$ cat src/rtl/fp_normalize_pipe.sv
// Two-stage post-add normalizer: leading-zero count in stage 1,
// shift / exponent adjust / zero-underflow-overflow flags in stage 2.
module fp_normalize_pipe #(
    parameter int SIZE_MAN = 28,
    parameter int SIZE_EXP = 8
) (
    input  logic                i_clk,
    input  logic                i_rst,
    input  logic                i_valid,
    output logic                o_ready,
    input  logic                i_sign,
    input  logic [SIZE_EXP-1:0] i_exp,
    input  logic [SIZE_MAN:0]   i_man,
    output logic                o_valid,
    input  logic                i_ready,
    output logic                o_sign,
    output logic [SIZE_EXP-1:0] o_exp,
    output logic [SIZE_MAN-1:0] o_man,
    output logic                o_zero,
    output logic                o_underflow,
    output logic                o_overflow
);

    localparam int LZW = $clog2(SIZE_MAN);
    localparam logic [SIZE_EXP:0] EXP_ONES = {1'b0, {SIZE_EXP{1'b1}}};

    logic                s1_valid_q;
    logic                s1_sign_q;
    logic [SIZE_EXP-1:0] s1_exp_q;
    logic [SIZE_MAN:0]   s1_man_q;
    logic                s1_carry_q;
    logic                s1_zero_q;
    logic [LZW-1:0]      s1_lzc_q;
    logic [LZW-1:0]      s1_lzc_d;

    logic                s2_valid_q;
    logic                s2_sign_q;
    logic [SIZE_EXP-1:0] s2_exp_q;
    logic [SIZE_MAN-1:0] s2_man_q;
    logic                s2_zero_q;
    logic                s2_unf_q;
    logic                s2_ovf_q;

    logic [SIZE_EXP-1:0] s2_exp_d;
    logic [SIZE_MAN-1:0] s2_man_d;
    logic                s2_zero_d;
    logic                s2_unf_d;
    logic                s2_ovf_d;

    logic                s1_adv;
    logic                s2_adv;
    logic [SIZE_EXP:0]   exp_inc;
    logic [SIZE_EXP-1:0] lzc_ext;
    logic [SIZE_MAN-1:0] man_sh;

    assign s2_adv  = !s2_valid_q || i_ready;
    assign s1_adv  = !s1_valid_q || s2_adv;
    assign o_ready = s1_adv;

    // Highest set bit wins, so scan upward and let later hits override.
    always_comb begin
        s1_lzc_d = '0;
        for (int i = 0; i < SIZE_MAN; i++) begin
            if (i_man[i]) s1_lzc_d = LZW'(SIZE_MAN - 1 - i);
        end
    end

    always_ff @(posedge i_clk or posedge i_rst) begin
        if (i_rst) begin
            s1_valid_q <= 1'b0;
            s1_sign_q  <= 1'b0;
            s1_exp_q   <= '0;
            s1_man_q   <= '0;
            s1_carry_q <= 1'b0;
            s1_zero_q  <= 1'b0;
            s1_lzc_q   <= '0;
        end else if (s1_adv) begin
            s1_valid_q <= i_valid;
            if (i_valid) begin
                s1_sign_q  <= i_sign;
                s1_exp_q   <= i_exp;
                s1_man_q   <= i_man;
                s1_carry_q <= i_man[SIZE_MAN];
                s1_zero_q  <= (i_man == '0);
                s1_lzc_q   <= s1_lzc_d;
            end
        end
    end

    assign exp_inc = {1'b0, s1_exp_q} + 1'b1;
    assign lzc_ext = {{(SIZE_EXP - LZW){1'b0}}, s1_lzc_q};
    assign man_sh  = s1_man_q[SIZE_MAN-1:0] << s1_lzc_q;

    always_comb begin
        s2_man_d  = '0;
        s2_exp_d  = '0;
        s2_zero_d = 1'b0;
        s2_unf_d  = 1'b0;
        s2_ovf_d  = 1'b0;
        if (s1_zero_q) begin
            s2_zero_d = 1'b1;
        end else if (s1_carry_q) begin
            // Wider increment catches all-ones input without wrapping.
            if (exp_inc >= EXP_ONES) begin
                s2_ovf_d = 1'b1;
                s2_exp_d = '1;
            end else begin
                s2_exp_d = exp_inc[SIZE_EXP-1:0];
                s2_man_d = {s1_man_q[SIZE_MAN:2],
                            s1_man_q[1] | s1_man_q[0]};
            end
        end else if (lzc_ext >= s1_exp_q) begin
            s2_unf_d = 1'b1;
        end else begin
            s2_exp_d = s1_exp_q - lzc_ext;
            s2_man_d = man_sh;
        end
    end

    always_ff @(posedge i_clk or posedge i_rst) begin
        if (i_rst) begin
            s2_valid_q <= 1'b0;
            s2_sign_q  <= 1'b0;
            s2_exp_q   <= '0;
            s2_man_q   <= '0;
            s2_zero_q  <= 1'b0;
            s2_unf_q   <= 1'b0;
            s2_ovf_q   <= 1'b0;
        end else if (s2_adv) begin
            s2_valid_q <= s1_valid_q;
            if (s1_valid_q) begin
                s2_sign_q <= s1_sign_q;
                s2_exp_q  <= s2_exp_d;
                s2_man_q  <= s2_man_d;
                s2_zero_q <= s2_zero_d;
                s2_unf_q  <= s2_unf_d;
                s2_ovf_q  <= s2_ovf_d;
            end
        end
    end

    assign o_valid     = s2_valid_q;
    assign o_sign      = s2_sign_q;
    assign o_exp       = s2_exp_q;
    assign o_man       = s2_man_q;
    assign o_zero      = s2_zero_q;
    assign o_underflow = s2_unf_q;
    assign o_overflow  = s2_ovf_q;

endmodule
$ cat config.mk
export PLATFORM = sky130hd
export DESIGN_NAME = fp_normalize_pipe
export DESIGN_NICKNAME = d
export VERILOG_FILES = /design/src/rtl/fp_normalize_pipe.sv
export SDC_FILE = /design/constraint.sdc
export NUM_CORES = 1
export LEC_CHECK = 0
export CAP_MARGIN = 40
export CORE_ASPECT_RATIO = 0.7
export CORE_MARGIN = 2
export CORE_UTILIZATION = 46
export DETAILED_ROUTE_END_ITERATION = 12
export PLACE_DENSITY = 0.69
export SLEW_MARGIN = 25
export SYNTH_ARGS = -nofsm -noshare
export SYNTH_HDL_FRONTEND = slang
export SYNTH_SLANG_ARGS = --single-unit
$ cat constraint.sdc
create_clock -name i_clk -period 8.1 [get_ports i_clk]
set_input_delay 1.62 -clock i_clk [delete_from_list [all_inputs] [get_ports i_clk]]
set_output_delay 1.62 -clock i_clk [all_outputs]
set_load 0.02 [all_outputs]
==> results of run 1 <==
==> metrics by stage <==
stage               area (um2)  hold slack (ns)  util, %  power, uW
CTS                       7060            0.486     56.6       1710
global route              7100            0.512     56.9       1800
detailed placement        6760            0.472     54.2       1280
finish                    7100            0.480     56.9       1710
floorplan                 5900            0.442        -       1020
global placement          6740            0.459     54.1       1270
==> power groups by stage <==
stage	clock network [uW]	logic [uW]	registers [uW]
2_1_floorplan	0	366	651
3_3_place_gp	0	642	624
3_5_place_dp	0	658	624
4_1_cts	429	661	616
5_1_grt	451	718	631
6_report	425	667	619
==> cells in the final DEF, fill, tap and decap left out, types with 9 or more instances in the layout <==
cell type	Yosys	final
nand2_1	152	152
a221o_1	12	12
nor2_1	46	46
clkbuf_16	0	9
mux4_2	18	18
o21ai_0	32	32
dfrtp_1	86	85
mux2_2	13	13
clkdlybuf4s50_1	0	83
inv_1	14	13
mux2i_1	35	35
a21oi_1	13	13
nand3_1	15	15
nor3_1	13	13
o21ai_1	10	10
==> worst max path at each step <==
stage,from,end,slack [ns],depth (start not counted)
floorplan,i_rst,o_exp[0],4.26,1
global placement,i_ready,o_ready,3.56,4
detailed placement,i_ready,o_ready,3.54,4
CTS,i_ready,o_ready,3.53,4
global route,i_ready,o_ready,3.46,4
finish,i_ready,o_ready,3.52,4
==> synth_stat cells (all sizes together), types with 8 or more instances <==
library cell and instances:
buf 24, mux4 18, a21oi 13, inv 17, a221o 12, nor2 46
nand2b 8, nor3 14, nand3 16, o21ai 43, nand2 152, mux2 16
a211oi 9, dfrtp 86, clkbuf 19, mux2i 35
==> routing by layer <==
layer | track usage (%) | vias up
met4 | 6.37 | 0
li1 | - | 2491
met3 | 5.83 | 17
met1 | 45.0 | 2682
met5 | 0 | -
met2 | 35.8 | 291
==> sequential cells by signal, indices dropped and copies added, names as in the netlist <==
name and cells:
o_overflow 1, s1_valid_q 1, o_underflow 1, o_man 28, s1_exp_q 8, s1_sign_q 1
o_exp 8, o_zero 1, s1_man_q 29, s1_lzc_q 5, s1_zero_q 1, o_sign 1
o_valid 1
==> worst min-delay path, delay by kind of cell, from the launching register on <==
family             cells  cell delay, ns
AOI/OAI and AO/OA      1            0.05
DFF                    1            0.34
and+or+nand+nor        1            0.05
==> logic make-up (layout without fill, tap and decap cells) <==
group	Yosys count	in the layout	synth area share, %
AO/OA/AOI/OAI	150	150	18.6
flip-flops	86	86	36.5
AND/OR/NAND/NOR	272	272	20.8
adder cells (fa/ha/maj)	8	8	1.83
XOR/XNOR	6	6	1.02
multiplexers	69	69	15.9
buffers and inverters	61	127	5.33
==> area by class of cell <==
cell class                      count  area share, %
Clock buffer                       10           3.23
Multi-Input combinational cell    505           48.3
Tap cell                          162           2.86
Inverter                           18          0.970
Clock inverter                      6          0.970
Timing Repair Buffer               93           13.3
Sequential cell                    86           30.3
==> metrics.md, run 1 <==
| Metric | Value |
|---|---|
| Status | `finished clean` |
| Worst path max stage delay | `0.57 ns` |
| Net Switching | `642 uW` |
| Critical Path AT | `2.96 ns` |
| Max-slew violations | `0` |
| Worst-Margin Slew | `0.713 ns` |
| Maximum VDD drop | `0.137 mV` |
| Comb power frac | `39.0%` |
| Post-synth EDFFs | `0` |
| Num ports | `84` |
| Synth warn | `0` |
| Distinct cells, synth | `73` |
| PD cells | `241 nW/um2` |
| Slowest cell on the critical path | `clkdlybuf4s50_1` |
| Final period util | `56.6%` |
| Final worst slack | `3.52 ns` |
| Fin nets | `763` |
| Clk_skew | `0.00745 ns` |
| # clock sinks | `86` |
| Worst rel slew slack | `52.3%` |
| Unrepaired setup endpoints after global routing | `false` |
| Cell mode on critical path | `clkdlybuf4s50_1` |
| Crit path capture type | `output port` |
| Pre-CTS setup slack | `3.54 ns` |
| R2r startpoint | `s1_lzc_q[2]` |
| Share of the synthesized area in the top cell type | `36.5%` |
| Worst setup path category | `in -> out` |
| CP top delay family | `buffers and inverters` |
| Area growth syn-to-layout | `20.4%` |
| Clock latency at the later pin of the worst-skew pair | `0.35 ns` |
| Register area | `2150 um2` |
| Root Buffer | `clkbuf_16` |
| Critical path, cell by cell | `clkdlybuf4s50_1 > nor2b_1 > nand2_1 > clkdlybuf4s50_1` |
| Vias in the first global route | `5,105` |
| Worst-path clk slew | `0.06 ns` |
| Yosys reg bits | `86` |
| Vias per Instance | `6.23` |
| Area of the multi-input gates | `3430 um2` |
| Via count | `5,481` |
| DPL Wire Length | `13.4 mm` |
| Max Buffers Root-to-Sink | `2` |
| GRT Total Usage | `27.3%` |
| Initial Util | `47.3%` |
| Total grt overflow | `0` |
| Metal3 WL | `1.71 mm` |
| Post-route DRC | `0` |
| Worst path bufs/invs | `2` |
| Register-to-Register Path Depth | `9` |
| Per-cell routed wire length | `20.7 um` |
| Hold_sp | `o_exp[2]` |
| Max-cap viol count | `0` |
| CORE AREA | `12,500 um2` |
| Initial antenna violation count | `0` |
| Power Internal | `1070 uW` |
| Top FF cell, synth | `dfrtp_1` |
| Share of cells above drive strength 1 | `10.9%` |
| Inserted Diodes | `0` |
| Routed wl met2 | `7.11 mm` |
| Mapped Avg Cell Area | `9.04 um2` |
| Worst min path class | `reg -> reg` |
| Full die area | `13,800 um2` |
| CP Max Fanout | `4` |
| Pin count of the biggest net entering global routing | `87` |
| # port buffers | `83` |
| Final setup violation count | `0` |
| Post_cts resized | `0` |
| Syn Std Cell Area | `5900 um2` |
| Clk pwr share | `24.8%` |
| Final wirelength | `18.2 mm` |
| TritonCTS clock tree | `built` |
| Cell row count | `34` |
| Reg power frac | `36.2%` |
| Fill cells | `1,132` |
| Yosys top cell by area | `dfrtp_1` |
| Final min period | `4.58 ns` |
| Worst path required time | `6.48 ns` |
| Switching share of total power | `37.5%` |
| Gpl congestion | `0.960` |
| Asr flop ratio synth | `100%` |
| Leakage | `0.00302 uW` |
| Syn_nets | `702` |
| Num CTS Buffers | `9` |
| Post-synthesis instance total | `652` |
| 1st-iter DRT viols | `527` |
| Fmax achieved | `218 MHz` |
| Hold worst-path end | `o_exp[2]` |
| Post-Route Setup TNS | `0 ns` |
| Hold depth | `2` |
| Ranking of synthesized cells by area | `dfrtp_1 37%, nand2_1 9.7%, mux4_2 6.9%, mux2i_1 5.9%, nor2_1 2.9%` |
| Die W | `139 um` |
| RR Endpoint | `o_man[20]` |
| DRT antenna net count | `0` |
| Pre-antenna DRT Iters | `5` |
| Seq/Total Area, Yosys | `36.5%` |
| Highest metal used | `met4` |
| Total placed cells including tap cells | `862` |
| Post-CTS Setup Inserts | `0` |
| FF-to-FF setup slack | `5.00 ns` |
| Hold-fix buffer count after cts | `0` |
| Non-Filler Instances | `880` |
| Die Y | `98.7 um` |
| First-pass GRT wire length | `29.4 mm` |
| Startpoint Class | `primary input` |
| Final Hold Violating Endpoints | `0` |
| Met1 wire length | `9.12 mm` |
| CTS H-tree depth | `3` |
(Power assumes the default switching activity.)
==> run 2, diff against run 1 <==
- PLACE_DENSITY: 0.69 -> 0.72
- clock period: 8.1 -> 3.9 ns (I/O delays scaled with it)
==> run 2 against run 1 <==
Against the previous run: cell area is 0.26% lower; power is 110% higher; sequential cell count stayed put; sequential power is 110% higher; sequential share of layout area is 0.080 points higher; first-iteration DRC count is 15% higher; via count is 0.62% higher; combinational power is 110% higher.
==> metrics.md, run 2 (synthesis results as in run 1) <==
| Metric | Value |
|---|---|
| Status | `finished clean (unchanged)` |
| Post-route DRC | `0 (unchanged)` |
| Worst path bufs/invs | `2 (unchanged)` |
| Share of cells above drive strength 1 | `11.0% (was 10.9%)` |
| Post-DP Area | `6770 um2 (was 6760 um2)` |
| Crit path capture type | `output port (unchanged)` |
| 1st-iter DRT viols | `607 (was 527)` |
| Die W | `139 um (unchanged)` |
| Total grt overflow | `0 (unchanged)` |
| Largest Register | `s1_man_q (unchanged)` |
| Initial antenna violation count | `0 (unchanged)` |
| Design Area, Final | `7080 um2 (was 7100 um2)` |
| Final min period | `2.88 ns` |
| Register-to-Register Path Depth | `10 (was 9)` |
| Worst path max stage delay | `0.57 ns (about the same)` |
| CP Max Fanout | `4 (unchanged)` |
| Cell mode on critical path | `clkdlybuf4s50_1 (unchanged)` |
| Fill cells | `1,105 (was 1,132)` |
| Worst setup path start | `i_ready (unchanged)` |
| Worst rel slew slack | `46.5% (was 52.3%)` |
| Final Hold Violating Endpoints | `0 (unchanged)` |
| Final period util | `73.8%` |
| Final wirelength | `18.6 mm (was 18.2 mm)` |
| Full die area | `13,800 um2 (unchanged)` |
| Vias in the first global route | `5,143 (was 5,105)` |
| CORE AREA | `12,500 um2 (unchanged)` |
| Final setup violation count | `0 (unchanged)` |
| Root Buffer | `clkbuf_16 (unchanged)` |
| # port buffers | `83 (unchanged)` |
| GRT Total Usage | `27.5% (was 27.3%)` |
| Worst-path clk slew | `0.07 ns (was 0.06 ns)` |
| FF-to-FF setup slack | `1.11 ns (was 5.00 ns)` |
| Fmax achieved | `348 MHz` |
| Slowest cell on the critical path | `clkdlybuf4s50_1 (unchanged)` |
| CTS H-tree depth | `3 (unchanged)` |
| Vias per Instance | `6.27 (was 6.23)` |
| CP top delay family | `buffers and inverters (unchanged)` |
| Pre-antenna DRT Iters | `6 (was 5)` |
| Per-cell routed wire length | `21.1 um (was 20.7 um)` |
| Maximum VDD drop | `0.282 mV (was 0.137 mV)` |
| Cell row count | `34 (unchanged)` |
| Worst path required time | `3.12 ns (was 6.48 ns)` |
| Critical Path Stages | `4 (unchanged)` |
| Num CTS Buffers | `9 (unchanged)` |
| Unrepaired setup endpoints after global routing | `false (unchanged)` |
| Clk_skew | `0.00828 ns (was 0.00745 ns)` |
| Worst setup path category | `in -> out (unchanged)` |
| Via count | `5,515 (was 5,481)` |
| Gpl congestion | `0.954 (was 0.960)` |
| Die Y | `98.7 um (unchanged)` |
| Pin count of the biggest net entering global routing | `51 (was 87)` |
| Commonest non-fill, non-tap cell in the layout | `nand2_1 (unchanged)` |
| Critical path, cell by cell | `clkdlybuf4s50_1 > nor2b_1 > nand2_1 > clkdlybuf4s50_1 (unchanged)` |
| Max reg flops | `29 (unchanged)` |
| Initial Util | `47.3% (unchanged)` |
| Worst-Margin Slew | `0.803 ns (was 0.713 ns)` |
| Clock latency at the later pin of the worst-skew pair | `0.35 ns (about the same)` |
| Post_cts resized | `0 (unchanged)` |
| Most frequent cells in the layout | `152 x nand2_1, 85 x dfrtp_1, 83 x clkdlybuf4s50_1 (unchanged)` |
| PD cells | `507 nW/um2 (was 241 nW/um2)` |
| Num ports | `84 (unchanged)` |
| Worst min path class | `reg -> reg (unchanged)` |
| Critical Path Sink | `o_ready (unchanged)` |
| RR Endpoint | `o_man[3] (was o_man[20])` |
| Max-cap viol count | `0 (unchanged)` |
| Max-slew violations | `0 (unchanged)` |
| Post-CTS Setup Inserts | `0 (unchanged)` |
| First-pass GRT wire length | `29.5 mm (was 29.4 mm)` |
| Area growth syn-to-layout | `20.1% (was 20.4%)` |
| # clock sinks | `86 (unchanged)` |
| Critical Path AT | `2.10 ns (was 2.96 ns)` |
| Hold-fix buffer count after cts | `0 (unchanged)` |
| DRT antenna net count | `0 (unchanged)` |
| Leakage | `0.00302 uW (about the same)` |
| TritonCTS clock tree | `built (unchanged)` |
| Fin nets | `763 (unchanged)` |
| Post-Route Setup TNS | `0 ns (unchanged)` |
| DPL Wire Length | `14.0 mm (was 13.4 mm)` |
| R2r startpoint | `s1_exp_q[0] (was s1_lzc_q[2])` |
| Startpoint Class | `primary input (unchanged)` |
| Max Buffers Root-to-Sink | `2 (unchanged)` |
| Inserted Diodes | `0 (unchanged)` |
| Tot Pwr | `3590 uW (was 1710 uW)` |
-- run 2: worst min-delay path by stage --
stage / start / endpoint / slack (ns) / cells past startpoint
after floorplan: s1_sign_q / s1_sign_q / 0.44 / 2
after global placement: s1_sign_q / s1_sign_q / 0.46 / 2
after detailed placement: s1_sign_q / s1_sign_q / 0.47 / 2
after CTS: s1_sign_q / s1_sign_q / 0.48 / 2
after global routing: s1_sign_q / s1_sign_q / 0.51 / 2
final: s1_sign_q / s1_sign_q / 0.47 / 2
-- run 2: routing by layer --
metal  vias up  GRT usage [%]  share of wire [%]
met1      2702           44.9                 49
met3        18           7.29                 10
met5         -              0                  0
met4         0           5.36                1.0
li1       2497              -                  -
met2       298           35.9                 40
-- run 2: cell type report --
| class | count | area, um2 | share of cell area, % |
|---|---|---|---|
| multi-input combinational | 505 | 3430 | 48.4 |
| sequential | 86 | 2150 | 30.4 |
| timing repair buffer | 93 | 918 | 13.0 |
| clock buffer | 9 | 225 | 3.18 |
| tap | 162 | 203 | 2.86 |
| clock inverter | 7 | 81.3 | 1.15 |
| inverter | 18 | 68.8 | 0.972 |
-- run 2: per-stage QoR --
step,cells,hold slack [ns],util [%],worst slack [ns]
finish,880,0.474,56.8,1.02
detailed placement,864,0.466,54.3,0.996
global placement,864,0.460,54.3,1.03
floorplan,652,0.442,-,0.898
CTS,880,0.482,56.8,1.03
global route,880,0.506,56.8,0.927
-- run 2: worst reg2reg max path, delay by kind of cell, from the launching register on --
kind	cells	cell delay (ns)
compound gates	4	1.09
flops	1	0.46
fa+ha+maj	2	0.58
buf+inv	2	0.19
simple gates	2	0.33
-- run 2: power by group --
part           internal (uW)  leakage (uW)  total [uW]  switching, uW
logic                    647       0.00180        1410            761
registers               1070       0.00108        1280            206
clock network            507      0.000152         904            397
total                   2220       0.00302        3590           1360
